File: src/rtl/uart_rx_deser.sv
// Oversampling UART receiver. It turns the asynchronous rx line (8N1, with an
// optional parity bit) into bytes for the downstream 8-to-32 packing FIFO.
// Handshake: data_valid is a one-cycle write strobe that travels with data_out.
// There is no ready signal. While fifo_full is high, a good byte is dropped and
// overrun_err pulses instead of data_valid.
module uart_rx_deser #(
    parameter int CLK_FREQ   = 50_000_000,
    parameter int BAUD       = 115_200,
    parameter int OVERSAMPLE = 16,
    parameter int DATA_BITS  = 8,
    parameter int PARITY_EN  = 0,
    parameter int PARITY_ODD = 0
) (
    input  logic                 clk,
    input  logic                 rst,
    input  logic                 rx,
    input  logic                 fifo_full,
    output logic [DATA_BITS-1:0] data_out,
    output logic                 data_valid,
    output logic                 frame_err,
    output logic                 parity_err,
    output logic                 overrun_err,
    output logic                 busy
);

    localparam int DIV   = CLK_FREQ / (BAUD * OVERSAMPLE);
    localparam int DIV_W = (DIV > 1) ? $clog2(DIV) : 1;
    localparam int SMP_W = $clog2(OVERSAMPLE);
    localparam int BIT_W = (DATA_BITS > 1) ? $clog2(DATA_BITS) : 1;

    localparam logic [DIV_W-1:0] DIV_LAST  = DIV_W'(DIV - 1);
    localparam logic [SMP_W-1:0] HALF_LAST = SMP_W'(OVERSAMPLE / 2 - 1);
    localparam logic [SMP_W-1:0] FULL_LAST = SMP_W'(OVERSAMPLE - 1);
    localparam logic [BIT_W-1:0] BITS_LAST = BIT_W'(DATA_BITS - 1);
    localparam logic             PAR_ODD   = (PARITY_ODD != 0);

    if (DIV < 1) begin : g_bad_div
        $error("uart_rx_deser: CLK_FREQ/(BAUD*OVERSAMPLE) must be at least 1");
    end
    if ((OVERSAMPLE < 8) || ((OVERSAMPLE % 2) != 0)) begin : g_bad_os
        $error("uart_rx_deser: OVERSAMPLE must be even and >= 8");
    end

    typedef enum logic [2:0] {
        IDLE   = 3'd0,
        START  = 3'd1,
        DATA   = 3'd2,
        PARITY = 3'd3,
        STOP   = 3'd4
    } state_t;

    // Current receiver state. It is a named signal so that checkers can bind to it.
    state_t               state;
    logic                 sync1;
    logic                 rx_s;
    logic                 rx_prev;
    logic [DIV_W-1:0]     div_cnt;
    logic [SMP_W-1:0]     smp_cnt;
    logic [BIT_W-1:0]     bit_cnt;
    logic [DATA_BITS-1:0] shift;
    logic                 par_bad;
    logic                 tick;
    logic                 start_det;

    assign tick      = (div_cnt == DIV_LAST);
    assign start_det = (state == IDLE) && rx_prev && !rx_s;

    // Two-flop synchroniser plus one delayed copy for falling-edge detection.
    always_ff @(posedge clk) begin
        if (rst) begin
            sync1   <= 1'b1;
            rx_s    <= 1'b1;
            rx_prev <= 1'b1;
        end else begin
            sync1   <= rx;
            rx_s    <= sync1;
            rx_prev <= rx_s;
        end
    end

    // Oversample tick divider, realigned to the start-bit falling edge.
    always_ff @(posedge clk) begin
        if (rst || start_det || tick) begin
            div_cnt <= '0;
        end else begin
            div_cnt <= div_cnt + 1'b1;
        end
    end

    // Frame FSM: samples at bit midpoints, shifts data, and emits exactly one outcome pulse per frame.
    always_ff @(posedge clk) begin
        if (rst) begin
            state       <= IDLE;
            smp_cnt     <= '0;
            bit_cnt     <= '0;
            shift       <= '0;
            par_bad     <= 1'b0;
            data_out    <= '0;
            data_valid  <= 1'b0;
            frame_err   <= 1'b0;
            parity_err  <= 1'b0;
            overrun_err <= 1'b0;
            busy        <= 1'b0;
        end else begin
            data_valid  <= 1'b0;
            frame_err   <= 1'b0;
            parity_err  <= 1'b0;
            overrun_err <= 1'b0;
            case (state)
                IDLE: begin
                    if (start_det) begin
                        state   <= START;
                        busy    <= 1'b1;
                        smp_cnt <= '0;
                    end
                end
                START: begin
                    if (tick) begin
                        if (smp_cnt == HALF_LAST) begin
                            smp_cnt <= '0;
                            bit_cnt <= '0;
                            par_bad <= 1'b0;
                            if (!rx_s) begin
                                state <= DATA;
                            end else begin
                                // A glitch shorter than half a bit is not a start bit.
                                state <= IDLE;
                                busy  <= 1'b0;
                            end
                        end else begin
                            smp_cnt <= smp_cnt + 1'b1;
                        end
                    end
                end
                DATA: begin
                    if (tick) begin
                        if (smp_cnt == FULL_LAST) begin
                            smp_cnt <= '0;
                            shift   <= {rx_s, shift[DATA_BITS-1:1]};
                            bit_cnt <= bit_cnt + 1'b1;
                            if (bit_cnt == BITS_LAST) begin
                                state <= (PARITY_EN != 0) ? PARITY : STOP;
                            end
                        end else begin
                            smp_cnt <= smp_cnt + 1'b1;
                        end
                    end
                end
                PARITY: begin
                    if (tick) begin
                        if (smp_cnt == FULL_LAST) begin
                            smp_cnt <= '0;
                            par_bad <= (rx_s != ((^shift) ^ PAR_ODD));
                            state   <= STOP;
                        end else begin
                            smp_cnt <= smp_cnt + 1'b1;
                        end
                    end
                end
                STOP: begin
                    if (tick) begin
                        if (smp_cnt == FULL_LAST) begin
                            // Leave at mid-stop so the next start edge is not missed.
                            smp_cnt <= '0;
                            state   <= IDLE;
                            busy    <= 1'b0;
                            if (!rx_s) begin
                                frame_err <= 1'b1;
                            end else if (par_bad) begin
                                parity_err <= 1'b1;
                            end else if (fifo_full) begin
                                overrun_err <= 1'b1;
                            end else begin
                                data_out   <= shift;
                                data_valid <= 1'b1;
                            end
                        end else begin
                            smp_cnt <= smp_cnt + 1'b1;
                        end
                    end
                end
                default: begin
                    state <= IDLE;
                    busy  <= 1'b0;
                end
            endcase
        end
    end

endmodule

File: config.mk
export PLATFORM = sky130hd
export DESIGN_NAME = uart_rx_deser
export DESIGN_NICKNAME = d
export VERILOG_FILES = /design/src/rtl/uart_rx_deser.sv
export SDC_FILE = /design/constraint.sdc
export NUM_CORES = 1
export LEC_CHECK = 0
export BUFFER_PORTS_ARGS = -buffer_cell sky130_fd_sc_hd__buf_4
export CORE_MARGIN = 2
export CORE_UTILIZATION = 33
export CTS_CLUSTER_DIAMETER = 40
export DETAILED_ROUTE_END_ITERATION = 10
export PLACE_DENSITY_LB_ADDON = 0.3
export SETUP_SLACK_MARGIN = 0.5
export SLEW_MARGIN = 20
export SYNTH_ARGS = -nofsm -noshare
export SYNTH_HDL_FRONTEND = slang
export SYNTH_SLANG_ARGS = --single-unit
File: constraint.sdc
create_clock -name clk -period 3.44 [get_ports clk]
set_clock_uncertainty 0.2 [all_clocks]
set_input_delay 0.688 -clock clk [delete_from_list [all_inputs] [get_ports clk]]
set_output_delay 0.688 -clock clk [all_outputs]
set_load 0.1 [all_outputs]
==> impl_metrics.env, run 1 <==
export IMPL_drtAntennaViolNets=0
export IMPL_critPathKind="flip-flop to flip-flop"
export IMPL_met3_length_um=182
export IMPL_clkTransAtPathRegs_ns=0.07
export IMPL_final_setup_tns_ns=0
export IMPL_postCtsHoldBufs=0
export IMPL_syn_inst=215
export IMPL_gp_congestion=0.757
export IMPL_arrival_ns=2.18
export IMPL_dr_pass1_iters=4
export IMPL_grt_overflow=0
export IMPL_clkSinkCount=40
export IMPL_cts_resized_gates=0
export IMPL_dp_cells=290
export IMPL_instances_no_fill=297
export IMPL_cpPeakStageDelay_ns=0.49
export IMPL_synth_enable_flop_cells=0
export IMPL_setup_ws_ns=1.24
export IMPL_max_vdd_ir_drop_mv=0.110
export IMPL_grt_antenna_before_repair=0
export IMPL_fin_util=0.386
export IMPL_drive_gt1_frac=0.138
export IMPL_io_pins=17
export IMPL_wl_met2_um=1720
export IMPL_path_depth=6
export IMPL_r2r_slack_ns=1.24
export IMPL_hpwlAfterDp_um=2610
export IMPL_fmax_mhz=454
export IMPL_crit_required_ns=3.42
export IMPL_drt_wl_total_um=3880
export IMPL_cp_max_fo=12
export IMPL_end_kind="flip-flop"
export IMPL_critPathBufInv=1
export IMPL_top_layer="met4"
export IMPL_dpl_worst_slack_ns=1.21
export IMPL_insertion_delay_ns=0.29
export IMPL_hold_viol=0
export IMPL_tightestPinTransition_ns=0.571
export IMPL_crit_chain="inv_1 -> ha_1 -> and4b_1 -> and3_1 -> o21ai_0 -> a22o_1"
export IMPL_track_usage=0.131
export IMPL_status="completed"
export IMPL_vias=1551
export IMPL_start_util=0.339
export IMPL_synth_seq_cells=40
export IMPL_setup_viol=0
export IMPL_synth_top_flop_cell="dfxtp_1"
export IMPL_worst_r2r_endpoint="state[1]"
export IMPL_whs_ns=0.211
export IMPL_power_density_mw_per_mm2=399
export IMPL_cap_violations=0
export IMPL_cts_buffers=5
export IMPL_syn_mean_instance_area_um2=8.64
export IMPL_yosysWarnings=0
export IMPL_grt_pass1_wl_um=6430
export IMPL_viasPerCell=5.22
export IMPL_drcViolationCount=0
export IMPL_post_cts_buffers=0
export IMPL_grt_max_degree=34
export IMPL_routedLengthMet1_um=1910
export IMPL_drt_wirelength_per_cell_um=13.1
export IMPL_syn2layout_area_growth_pct=13.7
export IMPL_htreeDepth=2
export IMPL_start_kind="flip-flop"
export IMPL_row_count=27
export IMPL_n_fill_cell=566
export IMPL_crit_family="simple AND/OR/NAND/NOR gates"
export IMPL_nets=234
export IMPL_die_h_um=79.0
export IMPL_period_share=0.640
export IMPL_relSlewSlack=0.618
export IMPL_synth_cell_types=43
export IMPL_portBuffers=16
export IMPL_cp_startpoint="div_cnt[0]"
export IMPL_root_buffer="clkbuf_8"
export IMPL_critPathCapture="state[1]"
export IMPL_syn_area_mm2=0.00186
export IMPL_core_mm2=0.00547
export IMPL_p_leak_nw=0.730
export IMPL_yosysSeqAreaShare=0.431
export IMPL_synthArstFlopShare=0
export IMPL_antenna_cells=0
export IMPL_tritoncts="yes"
export IMPL_first_global_vias=1338
export IMPL_ff2ff_path_depth=6
export IMPL_hp_class="flip-flop to flip-flop"
export IMPL_r2r_start="div_cnt[0]"
export IMPL_crit_slowest_cell="and3_1"
export IMPL_rsz0062_at_grt="no"
export IMPL_die_area_mm2=0.00624
export IMPL_die_w_um=79.0
export IMPL_post_route_min_period_ns=2.20
export IMPL_drt_iter0_markers=158
export IMPL_clock_path_buffers=2
export IMPL_drv_slew=0
export IMPL_synth_nets=224
## synth_stat cells (all sizes together), types with 3 or more instances
| cell | n | area [µm²] |
|---|---|---|
| a21oi | 24 | 120 |
| or2 | 3 | 18.8 |
| buf | 6 | 28.8 |
| nor3b | 3 | 22.5 |
| xor2 | 3 | 26.3 |
| nor3 | 8 | 40.0 |
| nand2b | 5 | 31.3 |
| inv | 4 | 15.0 |
| o21ai | 13 | 65.1 |
| ha | 5 | 62.6 |
| nor2 | 12 | 45.0 |
| nand2 | 13 | 48.8 |
| a31oi | 3 | 18.8 |
| dfxtp | 40 | 801 |
| nand3 | 29 | 145 |
| xnor2 | 7 | 61.3 |
| clkbuf | 8 | 30.0 |
## worst register-to-register path: stages (launching register included)
cell,delay (ns)
dfxtp_1,0.34
inv_1,0.06
ha_1,0.16
and4b_1,0.40
and3_1,0.49
o21ai_0,0.18
a22o_1,0.26
## final cells by class
type / instances / area, µm² / area share
Tap cell: 72 / 90.1 / 0.0427
Timing Repair Buffer: 17 / 128 / 0.0604
Clock buffer: 7 / 96.3 / 0.0456
Sequential cell: 40 / 801 / 0.379
Multi-Input combinational cell: 157 / 982 / 0.465
Inverter: 4 / 15.0 / 0.00711
## metal layers
| metal | up-vias | GRT usage |
|---|---|---|
| met5 | - | 0 |
| met2 | 32 | 0.203 |
| met3 | 6 | 0.0318 |
| li1 | 790 | - |
| met4 | 0 | 0.0517 |
| met1 | 723 | 0.175 |
## metrics by stage
step / power [mW] / area [µm²]
6_report: 0.844 / 2110
5_1_grt: 0.877 / 2110
4_1_cts: 0.856 / 2110
3_5_place_dp: 0.522 / 2020
3_3_place_gp: 0.522 / 2020
2_1_floorplan: 0.512 / 1860
## report_power, final
group / total, mW / leakage (nW) / switching, mW / internal [mW]
combinational: 0.0353 / 0.356 / 0.0217 / 0.0136
clock: 0.332 / 0.0503 / 0.154 / 0.179
sequential: 0.476 / 0.323 / 0.00744 / 0.468
total: 0.844 / 0.730 / 0.183 / 0.661
## worst min path at each step
stage,startpoint,endpoint,cells after the start
2_1_floorplan,sync1,rx_s,1
3_3_place_gp,sync1,rx_s,1
3_5_place_dp,sync1,rx_s,1
4_1_cts,sync1,rx_s,1
5_1_grt,sync1,rx_s,1
6_report,sync1,rx_s,1
## placed cells by master, fill, tap and decap left out, drive strengths merged
cell type	n
buf	17
nand3b	2
o21a	1
xnor2	7
a41o	1
nand3	29
or3b	1
a21oi	24
inv	4
a2111oi	2
a22o	1
nor3	8
xor2	3
nand4b	2
o211ai	1
nand4	2
nand2	13
nor4	1
a21o	1
and3	1
xnor3	1
or2	3
o21ai	13
nor4bb	1
o2111ai	1
a311oi	2
and2	2
nor2	12
o21ba	1
nor4b	2
dfxtp	40
and4b	1
and4	1
nand2b	5
a31oi	3
nor3b	3
or3	1
clkbuf	7
ha	5
## flip-flops by register name, indices dropped and copies added (netlist names)
name / flops
rx_prev: 1
state: 3
shift: 8
bit_cnt: 3
frame_err: 1
smp_cnt: 4
div_cnt: 5
busy: 1
par_bad: 1
rx_s: 1
data_out: 8
sync1: 1
overrun_err: 1
data_valid: 1
parity_err: 1
## cell families (layout without fill, tap and decap cells)
group                    after synthesis  in the layout  share of synthesized area
flip-flops                            40             40                      0.431
buffers and inverters                 18             28                     0.0398
XOR/XNOR                              11             11                     0.0593
AND/OR/NAND/NOR                       90             90                      0.265
adder cells (fa/ha/maj)                5              5                     0.0337
AO/OA/AOI/OAI                         51             51                      0.171
Power figures use the tool's default switching activity.
==> run 2, diff against run 1 <==
--- a/config.mk
+++ b/config.mk
@@ -5,6 +5,7 @@
 export SDC_FILE = /design/constraint.sdc
 export NUM_CORES = 1
 export LEC_CHECK = 0
+export ABC_AREA = 1
 export BUFFER_PORTS_ARGS = -buffer_cell sky130_fd_sc_hd__buf_4
 export CORE_MARGIN = 2
 export CORE_UTILIZATION = 33
==> constraint.sdc (replaced) <==
create_clock -name clk -period 1.8 [get_ports clk]
set_clock_uncertainty 0.2 [all_clocks]
set_input_delay 0.36 -clock clk [delete_from_list [all_inputs] [get_ports clk]]
set_output_delay 0.36 -clock clk [all_outputs]
set_load 0.1 [all_outputs]
==> impl_metrics.env, run 2 <==
export IMPL_clkTransAtPathRegs_ns=0.08
export IMPL_hpwlAfterDp_um=2870
export IMPL_arrival_ns=1.75
export IMPL_status="completed"
export IMPL_first_global_vias=1645
export IMPL_viasPerCell=4.55
export IMPL_crit_required_ns=1.81
export IMPL_period_share=0.964
export IMPL_tightestPinTransition_ns=0.238
export IMPL_syn_area_mm2=0.00194
export IMPL_synth_top_area_share=0.414
export IMPL_yosysWarnings=0
export IMPL_r2r_slack_ns=0.06
export IMPL_grt_max_degree=17
export IMPL_drt_iter0_markers=43
export IMPL_synth_common_cells="nand2_1 (73), nor2_1 (47), dfxtp_1 (40)"
export IMPL_power_density_mw_per_mm2=1100
export IMPL_drt_wirelength_per_cell_um=11.0
export IMPL_die_h_um=80.6
export IMPL_synth_top_flop_cell="dfxtp_1"
export IMPL_syn2layout_area_growth_pct=47.0
export IMPL_portBuffers=16
export IMPL_clkSinkCount=40
export IMPL_synth_enable_flop_cells=0
export IMPL_netlist_top_cells_area="dfxtp_1 (41%), nand2_1 (14%), nor2_1 (9.1%)"
export IMPL_htreeDepth=2
export IMPL_rsz0062_at_grt="yes"
export IMPL_grt_antenna_before_repair=0
export IMPL_yosysSeqAreaShare=0.414
export IMPL_critPathKind="flip-flop to flip-flop"
export IMPL_track_usage=0.138
export IMPL_clock_path_buffers=2
export IMPL_synthArstFlopShare=0
export IMPL_start_kind="flip-flop"
export IMPL_insertion_delay_ns=0.30
export IMPL_syn_mean_instance_area_um2=6.89
export IMPL_max_vdd_ir_drop_mv=0.669
export IMPL_root_buffer="clkbuf_8"
export IMPL_p_leak_nw=1.28
export IMPL_vias=1819
export IMPL_dr_pass1_iters=4
export IMPL_final_setup_tns_ns=0
export IMPL_tritoncts="yes"
export IMPL_die_area_mm2=0.00649
export IMPL_core_mm2=0.00557
export IMPL_drtAntennaViolNets=0
export IMPL_synth_most_common_cell="nand2_1"
export IMPL_post_route_min_period_ns=1.74
export IMPL_drcViolationCount=0
export IMPL_row_count=27
export IMPL_dp_cells=370
export IMPL_synth_seq_cells=40
export IMPL_n_fill_cell=520
export IMPL_drv_slew=0
export IMPL_synth_cell_types=25
export IMPL_grt_overflow=0
export IMPL_cap_violations=0
export IMPL_hold_viol=0
export IMPL_synth_largest_area_cell="dfxtp_1"
export IMPL_end_kind="flip-flop"
export IMPL_grt_pass1_wl_um=6950
export IMPL_drt_wl_total_um=4390
export IMPL_antenna_cells=0
export IMPL_fmax_mhz=576
export IMPL_whs_ns=0.0455
export IMPL_cp_max_fo=8
export IMPL_instances_no_fill=400
export IMPL_mostFrequentLayoutCells="nand2_1 (61), nor2_1 (40), buf_4 (25), inv_1 (23), dfxtp_1 (20)"
export IMPL_nets=336
export IMPL_largestRegisters="data_out x8, shift x8, div_cnt x5"
export IMPL_fin_util=0.510
export IMPL_syn_inst=281
export IMPL_die_w_um=80.6
export IMPL_setup_viol=0
export IMPL_hp_class="primary input to flip-flop"
export IMPL_layout_commonest_cell="nand2_1"
export IMPL_drive_gt1_frac=0.415
export IMPL_gp_congestion=0.895
export IMPL_cts_buffers=5
export IMPL_relSlewSlack=0.840
export IMPL_synth_nets=290
export IMPL_start_util=0.347
export IMPL_io_pins=17
-- run 2: changes by cell type after synthesis, moves of 4 or more --
cell	change
inv_2	+6
clkbuf_1	-6
nand2_1	+60
nand2b_1	-5
nand2_2	+4
nor3_1	-6
buf_2	-4
xnor2_1	-6
nand3_1	-16
nor2_1	+35
a21oi_1	-4
inv_1	+26
-- run 2: report_power, final --
group	total, mW	leakage, nW	internal (mW)	switching, mW
Sequential	1.11	0.335	0.997	0.111
Clock	0.592	0.0479	0.270	0.322
Combinational	1.43	0.894	0.543	0.883
-- run 2: logic make-up after synthesis --
kind of cell / count (synthesis) / synth area share
simple gates: 152 / 0.343
buf+inv: 41 / 0.0840
flops: 40 / 0.414
compound gates: 39 / 0.109
fa+ha+maj: 5 / 0.0323
xor+xnor: 4 / 0.0181
-- run 2: timing repair --
action,in CTS,in global routing
buffers inserted,15,6
gates resized for setup,65,35
cloned,0,1
pin swaps,15,13
hold buffers,0,0
endpoints found under the hold margin,0,0
setup endpoints to repair,50,50
-- run 2: final timing paths --
path / startpoint / endpoint / cells after the start
setup reg to reg: div_cnt[0] / data_out[3] / 9
setup / recovery: div_cnt[0] / data_out[3] / 9
hold / removal: rx / sync1 / 2
hold reg to reg: sync1 / rx_s / 1
-- run 2: stage by stage --
stage / total power, mW / cell area, µm² / setup slack, ns
floorplan: 1.98 / 2010 / 0.205
global route: 3.37 / 2850 / 0.00225
global placement: 2.18 / 2230 / 0.0512
CTS: 2.99 / 2680 / 0.141
finish: 3.13 / 2850 / 0.0643
detailed placement: 2.19 / 2230 / -0.0109
-- run 2: routing by layer --
metal | GRT usage | share of wire | up-vias
met1 | 0.162 | 0.47 | 823
met5 | 0 | 0 | -
met3 | 0.0382 | 0.026 | 5
met4 | 0.0508 | 0.013 | 0
met2 | 0.238 | 0.49 | 19
li1 | - | - | 972
-- run 2: layout make-up --
cell class                 count  area (µm²)  share of cell area
inverter                      37         149              0.0523
timing repair buffer          43         527               0.185
tap                           72        90.1              0.0317
multi-input combinational    200        1160               0.406
clock inverter                 3        18.8             0.00660
sequential                    40         836               0.294
clock buffer                   5        68.8              0.0242
-- run 2: worst max-delay path, stage by stage (launching register included) --
cell and delay (ns):
dfxtp_2 0.33, inv_2 0.06, ha_4 0.14, nand4_4 0.13
nor2_4 0.18, nand3_2 0.09, nor2_4 0.18, buf_12 0.15
o21ai_2 0.05, a21oi_1 0.14
==> run 3, diff against run 2 <==
--- a/config.mk
+++ b/config.mk
@@ -7,11 +7,15 @@
 export LEC_CHECK = 0
 export ABC_AREA = 1
 export BUFFER_PORTS_ARGS = -buffer_cell sky130_fd_sc_hd__buf_4
+export CELL_PAD_IN_SITES_DETAIL_PLACEMENT = 1
+export CELL_PAD_IN_SITES_GLOBAL_PLACEMENT = 2
+export CORE_ASPECT_RATIO = 1.25
 export CORE_MARGIN = 2
-export CORE_UTILIZATION = 33
+export CORE_UTILIZATION = 29
 export CTS_CLUSTER_DIAMETER = 40
 export DETAILED_ROUTE_END_ITERATION = 10
 export PLACE_DENSITY_LB_ADDON = 0.3
+export RECOVER_POWER = 25
 export SETUP_SLACK_MARGIN = 0.5
 export SLEW_MARGIN = 20
 export SYNTH_ARGS = -nofsm -noshare
==> impl_metrics.env, run 3 (synthesis results as in run 2) <==
export IMPL_status="completed"
export IMPL_fmax_mhz=580
export IMPL_rsz0062_at_grt="yes"
export IMPL_min_from="rx"
export IMPL_cap_violations=0
export IMPL_die_w_um=77.1
export IMPL_p_leak_nw=1.35
export IMPL_crit_required_ns=1.79
export IMPL_cts_buffers=5
export IMPL_nets=340
export IMPL_die_h_um=95.3
export IMPL_largestRegisters="data_out x8, shift x8, div_cnt x5"
export IMPL_tightestPinTransition_ns=0.265
export IMPL_power_density_mw_per_mm2=1180
export IMPL_arrival_ns=1.71
export IMPL_globalRouteMet3Util=0.0322
export IMPL_regArea_um2=838
export IMPL_io_pins=17
export IMPL_max_vdd_ir_drop_mv=0.440
export IMPL_start_util=0.297
export IMPL_die_area_mm2=0.00735
export IMPL_top_usage_layer="met2"
export IMPL_syn2layout_area_growth_pct=57.0
export IMPL_tritoncts="yes"
export IMPL_core_mm2=0.00652
export IMPL_dr_pass1_iters=4
export IMPL_vias=1892
export IMPL_cp_max_fo=8
export IMPL_drcViolationCount=0
export IMPL_root_buffer="clkbuf_8"
export IMPL_portBuffers=16
export IMPL_drive_gt1_frac=0.443
export IMPL_grt_max_degree=21
export IMPL_layout_commonest_cell="nand2_1"
export IMPL_whs_ns=0.0460
export IMPL_post_route_min_period_ns=1.73
export IMPL_drt_iter0_markers=50
export IMPL_setup_viol=0
export IMPL_hpwlAfterDp_um=3720
export IMPL_insertion_delay_ns=0.30
export IMPL_antenna_cells=0
export IMPL_r2r_start="smp_cnt[1]"
export IMPL_start_kind="flip-flop"
export IMPL_critPathKind="flip-flop to flip-flop"
export IMPL_met2_usage=0.312
export IMPL_n_fill_cell=816
export IMPL_grt_antenna_before_repair=0
export IMPL_multiInputGateArea_mm2=0.00122
export IMPL_fin_util=0.466
export IMPL_hp_class="primary input to flip-flop"
export IMPL_grt_overflow=0
export IMPL_relSlewSlack=0.823
export IMPL_first_global_vias=1902
export IMPL_drt_wirelength_per_cell_um=13.6
export IMPL_gp_congestion=0.783
export IMPL_finalPower_mw=3.60
export IMPL_grt_pass1_wl_um=8930
export IMPL_end_kind="flip-flop"
export IMPL_viasPerCell=4.52
export IMPL_postCtsHoldBufs=0
export IMPL_track_usage=0.154
export IMPL_drt_wl_total_um=5680
export IMPL_row_count=33
export IMPL_cp_startpoint="smp_cnt[1]"
export IMPL_use_met1=0.159
export IMPL_clkSinkCount=40
export IMPL_clkTransAtPathRegs_ns=0.09
export IMPL_hold_viol=0
export IMPL_mostFrequentLayoutCells="nand2_1 (63), nor2_1 (31), buf_4 (25), inv_1 (24), dfxtp_1 (20)"
export IMPL_clock_path_buffers=2
export IMPL_htreeDepth=2
export IMPL_period_share=0.958
export IMPL_drv_slew=0
export IMPL_drtAntennaViolNets=0
==> run 3: metal layers <==
| layer | vias up | share of wire |
|---|---|---|
| met5 | - | 0 |
| met1 | 892 | 0.38 |
| met4 | 0 | 0.012 |
| met3 | 6 | 0.019 |
| li1 | 977 | - |
| met2 | 17 | 0.59 |
==> run 3: layout make-up <==
cell class,count,area share
multi-input combinational,200,0.400
timing repair buffer,47,0.198
sequential,40,0.276
clock buffer,5,0.0226
clock inverter,3,0.0156
tap,87,0.0358
inverter,37,0.0523
==> run 3: timing repair <==
action / 4_1_cts / 5_1_grt
pin swaps: 22 / 17
endpoints found under the setup margin: 50 / 50
gates resized for setup: 71 / 54
buffers inserted: 15 / 9
gates cloned: 1 / 1
==> run 3: final timing paths <==
kind | slack [ns] | endpoint | depth (start not counted)
setup / recovery | 0.07 | shift[4] | 10
hold / removal | 0.05 | sync1 | 2
setup reg to reg | 0.07 | shift[4] | 10
hold reg to reg | 0.22 | rx_s | 1
==> run 3: critical path, cell delays in order, from the launching register on <==
cell,delay (ns)
dfxtp_2,0.36
ha_4,0.15
nand2_4,0.05
inv_4,0.06
nand2_4,0.07
nor2_4,0.12
buf_4,0.14
nand2_4,0.07
buf_8,0.14
o21ai_1,0.18
a21oi_1,0.08
==> run 3: power breakdown <==
group          total (mW)  internal (mW)  switching (mW)
sequential           1.12           1.01           0.111
clock               0.766          0.418           0.348
combinational        1.72          0.686            1.03
total                3.60           2.11            1.49
==> run 3: through the flow <==
stage | setup WS, ns | std cells | area, µm² | TNS (ns)
2_1_floorplan | 0.205 | 281 | 2010 | 0
3_3_place_gp | 0.0383 | 385 | 2250 | 0
3_5_place_dp | -0.00769 | 385 | 2250 | -0.00769
4_1_cts | 0.114 | 409 | 2760 | 0
5_1_grt | -0.0740 | 419 | 3040 | -0.143
6_report | 0.0750 | 419 | 3040 | 0
